<file path="src/rtl/clk_div_pkg.sv">
// clk_div_pkg: state encoding, reset defaults and config legality check
// shared by the programmable clock divider.
package clk_div_pkg;

    typedef enum logic [1:0] {IDLE, RUN, STOPPING} state_e;

    localparam int unsigned DEF_DIV   = 2;
    localparam int unsigned DEF_PHASE = 0;

    function automatic logic cfg_legal(logic [31:0] div, logic [31:0] phase);
        return div >= 32'd2 && phase < div;
    endfunction

endpackage

</file>
<file path="src/rtl/clk_div_phase_gen.sv">
// clk_div_phase_gen: divided, phase-offset clock from mclk; run-time reconfiguration
// takes effect only at a period boundary so bclk_out never glitches.
module clk_div_phase_gen
    import clk_div_pkg::*;
#(
    parameter int unsigned CNT_W     = 8,
    parameter int unsigned DEF_DIV   = clk_div_pkg::DEF_DIV,
    parameter int unsigned DEF_PHASE = clk_div_pkg::DEF_PHASE
) (
    input  logic             mclk,
    input  logic             rst,
    input  logic             enable,
    input  logic             cfg_valid,
    output logic             cfg_ready,
    input  logic [CNT_W-1:0] cfg_div,
    input  logic [CNT_W-1:0] cfg_phase,
    output logic             cfg_err,
    output logic             bclk_out,
    output logic             rise_stb,
    output logic             locked
);

    state_e           state_q, state_d;
    logic [CNT_W-1:0] cnt_q, cnt_d, dly_q, dly_d, div_q, div_d, ph_q, ph_d;
    logic [CNT_W-1:0] pdiv_q, pdiv_d, pph_q, pph_d;
    logic             arm_q, arm_d, pend_q, pend_d, bclk_q, bclk_d;
    logic             rise_q, rise_d, lock_q, lock_d, err_q, err_d;
    logic             acc, ok, idle, wrap, fire, stop, take_now;

    // arm_q: low-idle prefix before the first rise, dly_q counts its remaining cycles
    assign cfg_ready = !pend_q;
    assign acc       = cfg_valid && cfg_ready;
    assign ok        = cfg_legal(32'(cfg_div), 32'(cfg_phase));
    assign idle      = state_q == IDLE;
    assign wrap      = !idle && !arm_q && cnt_q == div_q - 1'b1;
    assign fire      = !idle && arm_q && dly_q == '0;
    assign stop      = state_q == STOPPING && !enable && wrap;
    assign take_now  = acc && ok && (idle || stop);

    always_comb begin
        state_d = idle ? (enable ? RUN : IDLE) : stop ? IDLE : enable ? RUN : STOPPING;
        cnt_d   = cnt_q;
        dly_d   = dly_q;
        arm_d   = arm_q;
        div_d   = div_q;
        ph_d    = ph_q;
        pend_d  = pend_q;
        pdiv_d  = pdiv_q;
        pph_d   = pph_q;
        lock_d  = lock_q;
        err_d   = acc && !ok;
        if (!idle) begin
            if (arm_q) begin
                dly_d = fire ? '0 : dly_q - 1'b1;
                arm_d = !fire;
                cnt_d = '0;
            end else begin
                cnt_d = wrap ? '0 : cnt_q + 1'b1;
            end
        end
        if (wrap)
            lock_d = 1'b1;
        if (wrap && pend_q) begin
            div_d  = pdiv_q;
            ph_d   = pph_q;
            pend_d = 1'b0;
            lock_d = 1'b0;
            if (!stop && pph_q != '0) begin
                arm_d = 1'b1;
                dly_d = pph_q - 1'b1;
            end
        end
        if (take_now) begin
            div_d  = cfg_div;
            ph_d   = cfg_phase;
            lock_d = 1'b0;
        end else if (acc && ok) begin
            pend_d = 1'b1;
            pdiv_d = cfg_div;
            pph_d  = cfg_phase;
        end
        if (idle && enable) begin
            arm_d = 1'b1;
            dly_d = ph_d;
        end
        bclk_d = state_d != IDLE && !arm_d && cnt_d < (div_d >> 1);
        rise_d = bclk_d && !bclk_q;
    end

    always_ff @(posedge mclk) begin
        if (rst) begin
            state_q <= IDLE;
            cnt_q   <= '0;
            dly_q   <= '0;
            arm_q   <= 1'b0;
            div_q   <= CNT_W'(DEF_DIV);
            ph_q    <= CNT_W'(DEF_PHASE);
            pend_q  <= 1'b0;
            pdiv_q  <= '0;
            pph_q   <= '0;
            bclk_q  <= 1'b0;
            rise_q  <= 1'b0;
            lock_q  <= 1'b0;
            err_q   <= 1'b0;
        end else begin
            state_q <= state_d;
            cnt_q   <= cnt_d;
            dly_q   <= dly_d;
            arm_q   <= arm_d;
            div_q   <= div_d;
            ph_q    <= ph_d;
            pend_q  <= pend_d;
            pdiv_q  <= pdiv_d;
            pph_q   <= pph_d;
            bclk_q  <= bclk_d;
            rise_q  <= rise_d;
            lock_q  <= lock_d;
            err_q   <= err_d;
        end
    end

    assign bclk_out = bclk_q;
    assign rise_stb = rise_q;
    assign locked   = lock_q;
    assign cfg_err  = err_q;

endmodule

</file>
<file path="config.mk">
export PLATFORM = sky130hd
export DESIGN_NAME = clk_div_phase_gen
export DESIGN_NICKNAME = d
export VERILOG_FILES = /design/src/rtl/clk_div_pkg.sv /design/src/rtl/clk_div_phase_gen.sv
export SDC_FILE = /design/constraint.sdc
export NUM_CORES = 1
export LEC_CHECK = 0
export CORE_MARGIN = 5
export CORE_UTILIZATION = 50
export DETAILED_ROUTE_END_ITERATION = 6
export GPL_TIMING_DRIVEN = 0
export HOLD_SLACK_MARGIN = 0.15
export PLACE_DENSITY = 0.78
export SYNTH_ARGS = -nofsm -noshare
export SYNTH_HDL_FRONTEND = slang
export SYNTH_SLANG_ARGS = --single-unit
export TNS_END_PERCENT = 30
</file>
<file path="constraint.sdc">
create_clock -name mclk -period 7.75 [get_ports mclk]
set_input_delay 1.55 -clock mclk [delete_from_list [all_inputs] [get_ports mclk]]
set_output_delay 1.55 -clock mclk [all_outputs]
set_load 0.02 [all_outputs]
</file>
# --- Word level (Yosys, flattened, before mapping) ---
# Cells that the tools add are included.
word_totals:
  reg_bits: 56
  in_bits: 20
  output_inout_bits: 5
  wordCells: 83
classes:
  addsub: 4
  magnitude_cmp: 3
  n_eq_ne: 2
  muxes: 25
  n_bitwise: 1
  reduce_logical: 34
op_table:
  columns: ["operator", "n"]
  rows:
  - ["8-bit 2-to-1 mux", 13]
  - ["8-bit by 1-bit subtractor with 8-bit output, second input constant", 3]
  - ["1-bit logical AND", 17]
  - ["1-bit logical NOT", 9]
  - ["1-bit 2-to-1 mux", 9]
  - ["8-bit by 1-bit adder with 8-bit output, second input constant", 1]
  - ["8-bit == test", 1]
  - ["8-bit by 2-bit >= comparator with 1-bit output, second input constant", 1]
  - ["8-bit logical NOT", 1]
  - ["8-bit by 7-bit < comparator with 1-bit output", 1]
  - ["8-bit < comparator", 1]
  - ["8-bit nonzero test", 1]
  - ["2-bit 2-to-1 mux", 3]
  - ["2-bit nonzero test", 2]
  - ["3-bit OR reduction", 1]
  - ["2-bit == test, second input constant", 1]
  - ["2-bit logical NOT", 1]
  - ["2-bit AND reduction", 1]
  - ["1-bit logical OR", 1]
  - ["1-bit NOT", 1]

# --- Depth between registers and ports, before layout ---
logic_depth:
  word_depth: 14
  depth_mapped: 18
  depth_no_buf: 17

# --- Worst setup path before layout ---
# Ideal clock, no wire load.
synth_timing:
  kind: "in2reg"
  startpoint: "input cfg_div[1]"
  endpoint: "register rise_q, in the netlist rise_stb"
  setup_ns: 0.086
  t_arrival_ns: 4.576
  required_ns: 7.664
  setup_slack_ns: 3.089
  stages: 16
  n_path_buf: 1
  path_cell_list: "inv_1 -> ha_1 -> a21o_1 -> a211o_1 -> a211oi_1 -> o21ai_2 -> buf_2 -> mux2i_1 -> ha_1 -> a21o_1 -> a21o_1 -> a21oi_1 -> nor2b_1 -> o21ai_0 -> nand3_1 -> a211oi_1"
synth_between:
  elab_chain_len: 8
  word_cells_on_any_way: 9
  classes_between: "order compare: 3; mux: 1; reduce/logical: 5"
synth_lines:
  columns: ["element", "line_no", "rtl"]
  rows:
  - ["start: declaration", "clk_div_phase_gen.sv:15", "input logic [CNT_W-1:0] cfg_div,"]
  - ["8-bit by 2-bit >= comparator with 1-bit output or 8-bit < comparator (tied branches)", "clk_div_pkg.sv:11", "return div >= 32'd2 && phase < div;"]
  - ["1-bit logical AND", "clk_div_pkg.sv:11", null]
  - ["1-bit logical AND (2 in series)", "clk_div_phase_gen.sv:38", "assign take_now = acc && ok && (idle || stop);"]
  - ["8-bit 2-to-1 mux *", "clk_div_phase_gen.sv:73", "if (take_now) begin"]
  - ["8-bit by 7-bit < comparator with 1-bit output *", "clk_div_phase_gen.sv:86", "bclk_d = state_d != IDLE && !arm_d && cnt_d < (div_d >> 1);"]
  - ["1-bit logical AND *", "clk_div_phase_gen.sv:86", null]
  - ["1-bit logical AND *", "clk_div_phase_gen.sv:87", "rise_d = bclk_d && !bclk_q;"]
  - ["end signal: assignment", "clk_div_phase_gen.sv:116", "rise_q <= rise_d;"]
  - ["end: declaration", "clk_div_phase_gen.sv:27", "logic rise_q, rise_d, lock_q, lock_d, err_q, err_d;"]
# Every way passes the cells marked *; elsewhere a longest branch is shown, timed or not.
# A chain may end at the register's enable or synchronous reset.

# --- Worst setup path in the final report ---
# Same ends and word-level chain as after synthesis.

==> flow_summary.yaml <==
global_routing:
  grt_max_degree: 17
  gr-total-overflow: 0
  grt_pass1_wl_um: 13000
  first_global_vias: 2761
  antenna_found_initial: 0
  grt_usage_pct: 18.9
cts:
  holdBufCountCts: 0
  clkTransAtPathRegs_ns: 0.10
  clk_path_buf_depth: 2
  cts_root_buffer: "clkbuf_8"
  cts_setup_buffers: 0
  cts_resized: 0
  clk-insertion-delay-late_ns: 0.31
  cts_tree: "built"
  htreeDepth: 2
  cts.sinks: 56
  cts_buffers: 5
critical_path:
  r2r_cells: 17
  cp_max_fo: 10
  cp-start-kind: "primary input"
  critical_path_required_ns: 7.99
  r2r_slack_ns: 3.34
  worstSetupPathType: "primary input to register"
  reg2reg_to: "rise_stb$_SDFF_PP0_"
  cp.arrival_ns: 5.70
  endpoint_kind: "register"
  r2r-start: "div_q[0]$_SDFFE_PP0P_"
placement:
  place_ws_ns: 1.98
  hpwl_um: 6210
  place.gp.congestion: 0.887
  io_buffers: 24
timing:
  layout_setup_ws_ns: 2.29
  finalSetupTns_ns: 0
  maxSlewHeadroom_pct: 27.5
  rsz0062_at_grt: "no"
  setup_viol: 0
  worst_pin_slew_ns: 1.07
  min_period_over_period_pct: 70.5
  finalCriticalPeriod_ns: 5.46
  whs_ns: 0.411
  hold_viol: 0
  max_freq_mhz: 183
  fin_skew_ns: 0.00956
  final_max_slew_viol_count: 0
detailed_routing:
  post-route-drc-count: 0
  wl_um: 7870
  drt_iter0_markers: 150
  via_per_inst: 5.90
  wl_per_cell_um: 16.3
  detail-route-antenna-nets: 0
  dr.pass1.iters: 4
  vias: 2854
synthesis:
  synth-xor-area-share_pct: 5.28
  synth_compound_area_share_pct: 11.6
  netlist_instances: 376
  synth-seq-cells: 56
  ys_warn_count: 0
  synth_top_area_share_pct: 33.8
  muxShareOfSynthArea_pct: 17.3
  syn_nets: 414
  synth_ff_type: "dfxtp_1"
  yosysSeqAreaShare_pct: 33.8
  synth_area_per_cell_um2: 8.82
  netlist_top_cells_area: "dfxtp_1 (34%), mux2i_1 (11%), ha_1 (6.8%), nor2_1 (5.0%), mux2_2 (4.8%)"
  ys_async_sr_fraction_pct: 0
  yosysTopAreaCell: "dfxtp_1"
  synth_enable_flop_cells: 0
  synth_simple_gate_area_share_pct: 21.7
  synth_cell_types: 47
  synth_top_family_by_area: "simple AND/OR/NAND/NOR gates"
  synthAdderAreaFrac_pct: 6.79
  syn_area_um2: 3320
pwr:
  powerDensity_nw_per_um2: 168
  pwr-share-comb_pct: 24.3
  fin_total_pwr_uw: 627
  seqPwrFrac_pct: 50.6
  worst_ir_drop_vdd_mv: 0.112
  p_int_uw: 432
  power.share.clock_pct: 25.1
  switching_power_uw: 194
  netSwitchingFraction_pct: 31.0
  cellLeakagePower_uw: 0.00172
finish:
  mostFrequentLayoutCells: "dfxtp_1 (56), nor2_1 (44), mux2i_1 (36)"
  nets: 445
  final_common_cell: "dfxtp_1"
  syn_to_final_growth_pct: 12.6
  final_layout_size_suffix_gt1_share_pct: 8.35
  antenna_cells: 0
floorplanning:
  coreArea_um2: 6390
  io_pins: 25
  dieArea_um2: 8360
  die_h_um: 91.4
  initial_core_util_pct: 51.9
  die_x_um: 91.4
  rows: 29
hold_path:
  hold_path_depth: 1
  hp-start: "bclk_out$_SDFF_PP0_"
  timing.hold.worst_endpoint: "rise_stb$_SDFF_PP0_"
  hold_class: "register to register"
flow_run:
  drv_cap: 0
outcome:
  status: "finished clean"
==> power by group through the flow <==
stage          Sequential [uW]  Combinational, uW  Clock (uW)
6_report                   317                152         157
4_1_cts                    317                152         157
5_1_grt                    320                168         171
3_5_place_dp               323                151           0
3_3_place_gp               322                146           0
2_1_floorplan              321                107           0
==> layout make-up <==
cell class,count,area [um^2]
clock buffer,5,68.8
clock inverter,2,12.5
sequential,56,1120
fill,575,2650
timing repair buffer,24,240
inverter,14,52.6
multi-input combinational,293,2080
buffer,13,63.8
tap,77,96.3
==> sequential cells by signal, summed over array words and instances, names as in the netlist <==
signal	flops
locked	1
pph_q	8
dly_q	8
div_q	8
arm_q	1
state_q	2
pend_q	1
cfg_err	1
bclk_out	1
pdiv_q	8
rise_stb	1
cnt_q	8
ph_q	8
==> kinds of logic after synthesis <==
group | after synthesis
AND/OR/NAND/NOR | 140
multiplexers | 55
XOR/XNOR | 20
flip-flops | 56
AO/OA/AOI/OAI | 60
adder cells (fa/ha/maj) | 18
buffers and inverters | 27
==> routing by layer <==
layer	GRT usage (%)	up-vias	wire length (um)
li1	-	1409	-
met1	25.3	1327	3550
met2	30.1	94	3620
met3	2.64	24	460
met4	8.19	0	240
met5	0	-	0
==> synth_stat cells, types with 7 or more instances <==
cell type / count
dfxtp_1: 56
nor2_1: 44
mux2i_1: 36
nand2_1: 20
nor3_1: 20
a21oi_1: 19
ha_1: 18
inv_1: 14
mux2_2: 14
nor2b_1: 13
xnor2_1: 11
o21ai_0: 10
nand3_1: 9
xor2_1: 9
clkbuf_1: 8
and3_1: 7
==> per-stage QoR <==
stage                     cells  area [um^2]  util, %
after floorplan             376         3320        -
final                       484         3730     58.5
after CTS                   484         3730     58.5
after global routing        484         3730     58.5
after detailed placement    477         3650     57.2
after global placement      477         3650     57.2
==> worst max-delay path by stage <==
| stage | startpoint | to | depth (start not counted) |
|---|---|---|---|
| final | cfg_div[1] | rise_stb$_SDFF_PP0_ | 17 |
| after global routing | cfg_div[1] | rise_stb$_SDFF_PP0_ | 17 |
| after CTS | cfg_div[1] | rise_stb$_SDFF_PP0_ | 17 |
| after detailed placement | cfg_div[1] | rise_stb$_SDFF_PP0_ | 17 |
| after global placement | cfg_div[1] | rise_stb$_SDFF_PP0_ | 17 |
| after floorplan | cfg_div[1] | rise_stb$_SDFF_PP0_ | 16 |
==> worst max-delay path: stages <==
cell	delay [ns]
clkdlybuf4s50_1	0.48
inv_1	0.08
ha_1	0.29
a21o_1	0.15
a211o_1	0.30
a211oi_1	0.56
o21ai_2	0.31
buf_2	0.31
mux2i_1	0.25
ha_1	0.29
a21o_1	0.18
a21o_1	0.19
a21oi_1	0.19
nor2b_1	0.06
o21ai_0	0.16
nand3_1	0.13
a211oi_1	0.22
No activity file was read; power rests on OpenSTA's default activity.
